[config.mk]
export PLATFORM = sky130hd
export DESIGN_NAME = data_bus_demux
export DESIGN_NICKNAME = d
export VERILOG_FILES = /design/src/rtl/data_bus_demux.sv
export SDC_FILE = /design/constraint.sdc
export NUM_CORES = 1
export LEC_CHECK = 0
export BUFFER_PORTS_ARGS = -buffer_cell sky130_fd_sc_hd__buf_2
export CORE_MARGIN = 3
export CORE_UTILIZATION = 50
export CTS_BUF_LIST = sky130_fd_sc_hd__clkbuf_4
export DETAILED_ROUTE_END_ITERATION = 16
export PLACE_DENSITY = 0.92
export SLEW_MARGIN = 10
export SYNTH_ARGS = -nofsm -noshare
export SYNTH_HDL_FRONTEND = slang
export SYNTH_SLANG_ARGS = --single-unit
[constraint.sdc]
create_clock -name clk -period 1.2 [get_ports clk]
set_input_delay 0.06 -clock clk [delete_from_list [all_inputs] [get_ports clk]]
set_output_delay 0.06 -clock clk [all_outputs]
set_load 0.03 [all_outputs]
[src/rtl/data_bus_demux.sv]
// RAM read-return demux: steers data_bus words to the fetch or load holding register.
// Optional LOAD_EXT_EN adds byte/half selection and sign/zero extension on the load path.
module data_bus_demux #(
   parameter int DATA_WIDTH  = 32,
   parameter int RAM_LATENCY = 2
) (
   input  logic                  clk,
   input  logic                  reset,
   input  logic                  select,
   input  logic                  req_valid,
   input  logic                  req_write,
   input  logic [DATA_WIDTH-1:0] data_bus,
`ifdef LOAD_EXT_EN
   input  logic [1:0]            load_size,
   input  logic                  load_signed,
   input  logic [1:0]            addr_lsb,
`endif
   output logic [DATA_WIDTH-1:0] instr_out,
   output logic                  instr_valid,
   input  logic                  instr_ready,
   output logic [DATA_WIDTH-1:0] load_data,
   output logic                  load_valid,
   input  logic                  load_ready,
   output logic                  busy,
   output logic                  ovf_err
);

   typedef struct packed {
      logic       valid;
      logic       dest;   // 0 = fetch, 1 = load
`ifdef LOAD_EXT_EN
      logic [1:0] size;
      logic       sgn;
      logic [1:0] lsb;
`endif
   } tag_t;

   tag_t                  tag_q [RAM_LATENCY];
   tag_t                  tag_new;
   tag_t                  tag_last;
   logic [DATA_WIDTH-1:0] load_word;
   logic                  ret_instr;
   logic                  ret_load;

`ifdef LOAD_EXT_EN
   function automatic logic [DATA_WIDTH-1:0] extend(input logic [DATA_WIDTH-1:0] w,
                                                    input tag_t t);
      logic [7:0]  b;
      logic [15:0] h;
      b = w[8*t.lsb +: 8];
      h = t.lsb[1] ? w[31:16] : w[15:0];
      case (t.size)
         2'd0:    extend = t.sgn ? {{(DATA_WIDTH-8){b[7]}}, b} : {{(DATA_WIDTH-8){1'b0}}, b};
         2'd1:    extend = t.sgn ? {{(DATA_WIDTH-16){h[15]}}, h} : {{(DATA_WIDTH-16){1'b0}}, h};
         default: extend = w;
      endcase
   endfunction
`endif

   always_comb begin
      tag_new       = '0;
      tag_new.valid = req_valid & ~req_write;
      tag_new.dest  = select;
`ifdef LOAD_EXT_EN
      // Extension controls only matter for load tags; fetch tags carry zeros.
      if (select) begin
         tag_new.size = load_size;
         tag_new.sgn  = load_signed;
         tag_new.lsb  = addr_lsb;
      end
`endif
   end

   assign tag_last  = tag_q[RAM_LATENCY-1];
   assign ret_instr = tag_last.valid & ~tag_last.dest;
   assign ret_load  = tag_last.valid & tag_last.dest;

`ifdef LOAD_EXT_EN
   assign load_word = extend(data_bus, tag_last);
`else
   assign load_word = data_bus;
`endif

   always_comb begin
      busy = instr_valid | load_valid;
      for (int i = 0; i < RAM_LATENCY; i++) busy = busy | tag_q[i].valid;
   end

   // NOTE: non-blocking assignments here so every stage and register samples pre-edge values.
   always_ff @(posedge clk) begin
      if (reset) begin
         for (int i = 0; i < RAM_LATENCY; i++) tag_q[i] <= '0;
         instr_out   <= '0;
         instr_valid <= 1'b0;
         load_data   <= '0;
         load_valid  <= 1'b0;
         ovf_err     <= 1'b0;
      end else begin
         tag_q[0] <= tag_new;
         for (int i = 1; i < RAM_LATENCY; i++) tag_q[i] <= tag_q[i-1];

         // A return into a full, stalled register is dropped and flagged.
         if (ret_instr) begin
            if (instr_valid && !instr_ready) begin
               ovf_err <= 1'b1;
            end else begin
               instr_out   <= data_bus;
               instr_valid <= 1'b1;
            end
         end else if (instr_valid && instr_ready) begin
            instr_valid <= 1'b0;
         end

         if (ret_load) begin
            if (load_valid && !load_ready) begin
               ovf_err <= 1'b1;
            end else begin
               load_data  <= load_word;
               load_valid <= 1'b1;
            end
         end else if (load_valid && load_ready) begin
            load_valid <= 1'b0;
         end
      end
   end

endmodule

-- After elaboration in Yosys (flattened, before gate mapping)
Memory sizes are Yosys's and may differ from the RTL's.
Cells that the tools add are included.
- memory bits (writable): 4
- flip-flop bits (word level): 67
- memories kept: 1
- memories (name ; words ; width ; rd ports ; clocked after memory_dff ; write ports ; RTL line ; text):
    tag_q ; 2 ; 2 ; 2 ; 0 ; 2 ; 38 ; tag_t tag_q [RAM_LATENCY];
- eq/ne operators: 2
- bitwise operators: 12
- reduce and logical (&&, ||, !) cells: 12
- mux-type cells: 15
- operator list (operator ; number):
    two-way mux 1 bit ; 13
    AND reduction 2 bit ; 4
    OR 1 bit ; 5
    logical AND 1 bit ; 4
    two-way mux 2 bit ; 2
    != test 2 bit, second input constant ; 2
    NOT 1 bit ; 4
    nonzero test 2 bit ; 2
    AND 1 bit ; 3
    zero test 1 bit ; 2

-- Depth between registers and ports, before layout
- word-level depth: 6
- depth in mapped cells: 5

-- Least setup slack after synthesis
OpenSTA, ideal clock, no wires.
- kind: flip-flop to flip-flop
- start: register instr_valid
- end: register instr_out[27]
- library setup time: 0.070 ns
- cell stages (with the launch flop): 5
- clock period less this slack: 1.216 ns
- path buffers: 1
- path slack: -0.016 ns
- data arrival time: 1.146 ns
- path through: dfxtp_1 -> and2b_2 -> clkbuf_2 -> o21ai_0 -> a21oi_1
- cells in the longest elaborated chain, start to end: 3
- ends and longest elaborated chain (element ; RTL line ; text):
    start, declared ; 19 ; output logic instr_valid,
    start signal, assigned ; 94 ; instr_valid <= 1'b0;
    start signal, assigned ; 108 ; instr_valid <= 1'b1;
    start signal, assigned ; 111 ; instr_valid <= 1'b0;
    logical AND 1 bit ; 104 ; if (instr_valid && !instr_ready) begin
    NOT 1 bit (no line) ; -- ;
    AND reduction 2 bit (no line) ; -- ;
    end signal, assigned ; 107 ; instr_out <= data_bus;
    end, declared ; 18 ; output logic [DATA_WIDTH-1:0] instr_out,
Every way passes these cells.
A chain may end at the register's enable or synchronous reset.

==> out/qor.yml <==
overflow: 0
crit_path_top_delay_cell: "or4_4"
multi_input_area_um2: 1190
io_pins: 107
die_area_um2: 6320
root_buffer: "clkbuf_4"
critPathMaxStageDelay_ps: 530
worstMarginPinSlew_ps: 338
syn_inst: 316
ff2ff_path_depth: 4
grt_max_degree: 72
antenna_found_initial: 0
syn2layout_area_growth_pct: 48.0
gp_congestion: 0.804
die_y_um: 79.5
synth_common_cells: "71 x dfxtp_1, 66 x a21oi_1, 64 x nand3_1"
routed_wl_mm: 9.76
synthTopCellsByArea: "dfxtp_1 53%, a21oi_1 12%, nand3_1 12%"
grt_pass1_wl_mm: 13.5
h-tree-depth: 3
antenna_cells: 0
synth_top_cell_by_area: "dfxtp_1"
cp-start-kind: "flop"
worstSetupPathType: "flop to primary output"
rsz0062_at_grt: "yes"
fill_cells: 339
routedWlPerCell_um: 18.5
arrival_ps: 1400
setup_viol: 7
cts_tree: "yes"
drv_cap: 0
dr.pass1.iters: 5
fin_cells: 528
final_nets: 495
synth-main-ff-cell: "dfxtp_1"
required_ps: 1140
relSlewSlack: 0.775
ant_nets: 0
ys_seq_elements: 71
synth_cell_types: 21
io_buffers: 106
clock-skew-final_ps: 8.63
synth_edf_count: 0
core_area_um2: 5170
power_density_nw_per_um2: 994
dpl.cell_count: 471
ys_seq_area_frac: 0.526
hpwl_mm: 5.10
netlist_area_um2: 2700
layout_worst_path_cycle_share: 1.22
peakVddDrop_mv: 0.885
post-route-drc-count: 0
clock_latency_ps: 380
initial_utilization: 0.522
ys_async_sr_fraction: 0
power.leakage_uw: 0.00166
violations: "setup timing"
ys_warn_count: 0
hp-class: "input pin to flop"
final_layout_size_suffix_gt1_frac: 0.373
drtIter0Drc: 392
yosysMostFrequentCell: "dfxtp_1"
die_w_um: 79.5
max_clock_freq_mhz: 685
viasPerCell: 5.99
fin_hold_ws_ps: 134
finalHoldViolCount: 0
timing.final.ws_setup_ps: -260
cts_made_buffers: 9
cp-end-kind: "primary output"
clock_path_buffers: 2
period_needed_ps: 1460
row_count: 26
drv_slew: 0
crit_chain: "or4_4, buf_6"
seqCellArea_um2: 1430
worstHoldPathCells: 3
track_usage: 0.273
cts.sinks: 71
dr_total_vias: 3162
status: "finished with violations"
critPathMaxFanout: 2
clk_pin_slew_ps: 110
synth_area_per_cell_um2: 8.55
yosys.area.top_type_share: 0.526
syn_nets: 355
grt_pass1_vias: 2774
==> per-layer routing <==
layer,track usage,wire length (µm),vias to the layer above
met3,0.0700,955,39
met5,0,0,-
met4,0.148,338,0
li1,-,-,1414
met1,0.345,3630,1465
met2,0.426,4830,244
==> what timing repair did <==
item	4_1_cts	5_1_grt
setup buffers	2	1
endpoints found under the hold margin	66	0
pin swaps	1	6
resized for setup	9	68
hold buffers	35	0
endpoints found under the setup margin	32	65
cloned	1	5
==> worst paths after layout <==
check,to,slack (ps),from
hold reg to reg,tag_q[0][2]$_SDFF_PP0_,460,tag_q[0][0]$_SDFF_PP0_
setup / recovery,busy,-260,tag_q[0][1]$_SDFF_PP0_
hold / removal,ovf_err$_SDFF_PP0_,130,reset
setup reg to reg,instr_out[23]$_SDFFE_PP0P_,-70,instr_valid$_SDFFE_PP0P_
==> through the flow <==
step / area, µm² / worst slack, ps / utilization / setup TNS, ps / power (µW)
floorplan: 2710 / 80.2 / - / 0 / 2620
global placement: 3310 / 52.4 / 0.640 / 0 / 2750
detailed placement: 3310 / -52.3 / 0.640 / -558 / 2760
CTS: 3780 / -269 / 0.731 / -305 / 3940
global route: 4000 / -327 / 0.773 / -798 / 4140
finish: 4000 / -260 / 0.773 / -375 / 3980
==> where the power goes <==
group          leakage (µW)  internal [µW]  switching (µW)  total [µW]
sequential         0.000575           2390            19.2        2410
clock             0.0000500            370             771        1140
combinational       0.00103            198             230         429
total               0.00166           2960            1020        3980
==> critical path: cells and delay by family (launching register included) <==
family        cells  cell delay (ps)
flops             1              330
simple gates      1              530
buf+inv           1              150
==> logic make-up (layout without fill, tap and decap cells) <==
| kind of cell | count (synthesis) | after routing | synth area share |
|---|---|---|---|
| AO/OA/AOI/OAI | 131 | 131 | 0.246 |
| buffers and inverters | 36 | 176 | 0.0750 |
| flip-flops | 71 | 71 | 0.526 |
| AND/OR/NAND/NOR | 78 | 80 | 0.153 |
==> state kept, by name, summed over array words and instances (netlist names) <==
register / count
instr_out: 32
load_data: 32
tag_q: 4
instr_valid: 1
load_valid: 1
ovf_err: 1
==> final cells by class <==
class                           instances  area share
Clock inverter                          4     0.00407
Multi-Input combinational cell        211       0.298
Timing Repair Buffer                  163       0.303
Tap cell                               70      0.0219
Clock buffer                            9      0.0169
Sequential cell                        71       0.356
==> layout by cell type, fill, tap and decap left out <==
master         count
buf_2            103
dfxtp_1           68
nand3_1           64
a21oi_1           58
dlygate4sd3_1     35
o21ai_0           28
o21ai_1           24
o21ai_2           11
clkbuf_4          10
a21oi_2            8
buf_4              8
buf_6              6
buf_12             6
and2b_4            3
nor2b_1            3
clkinv_1           3
clkbuf_16          3
dfxtp_2            3
and2b_2            2
nand2b_2           2
or4_4              1
nand2b_1           1
and2_2             1
nand2_1            1
o21ai_4            1
nor3b_1            1
a221oi_2           1
nor2_1             1
clkinv_2           1
buf_8              1
(Power assumes the default switching activity.)
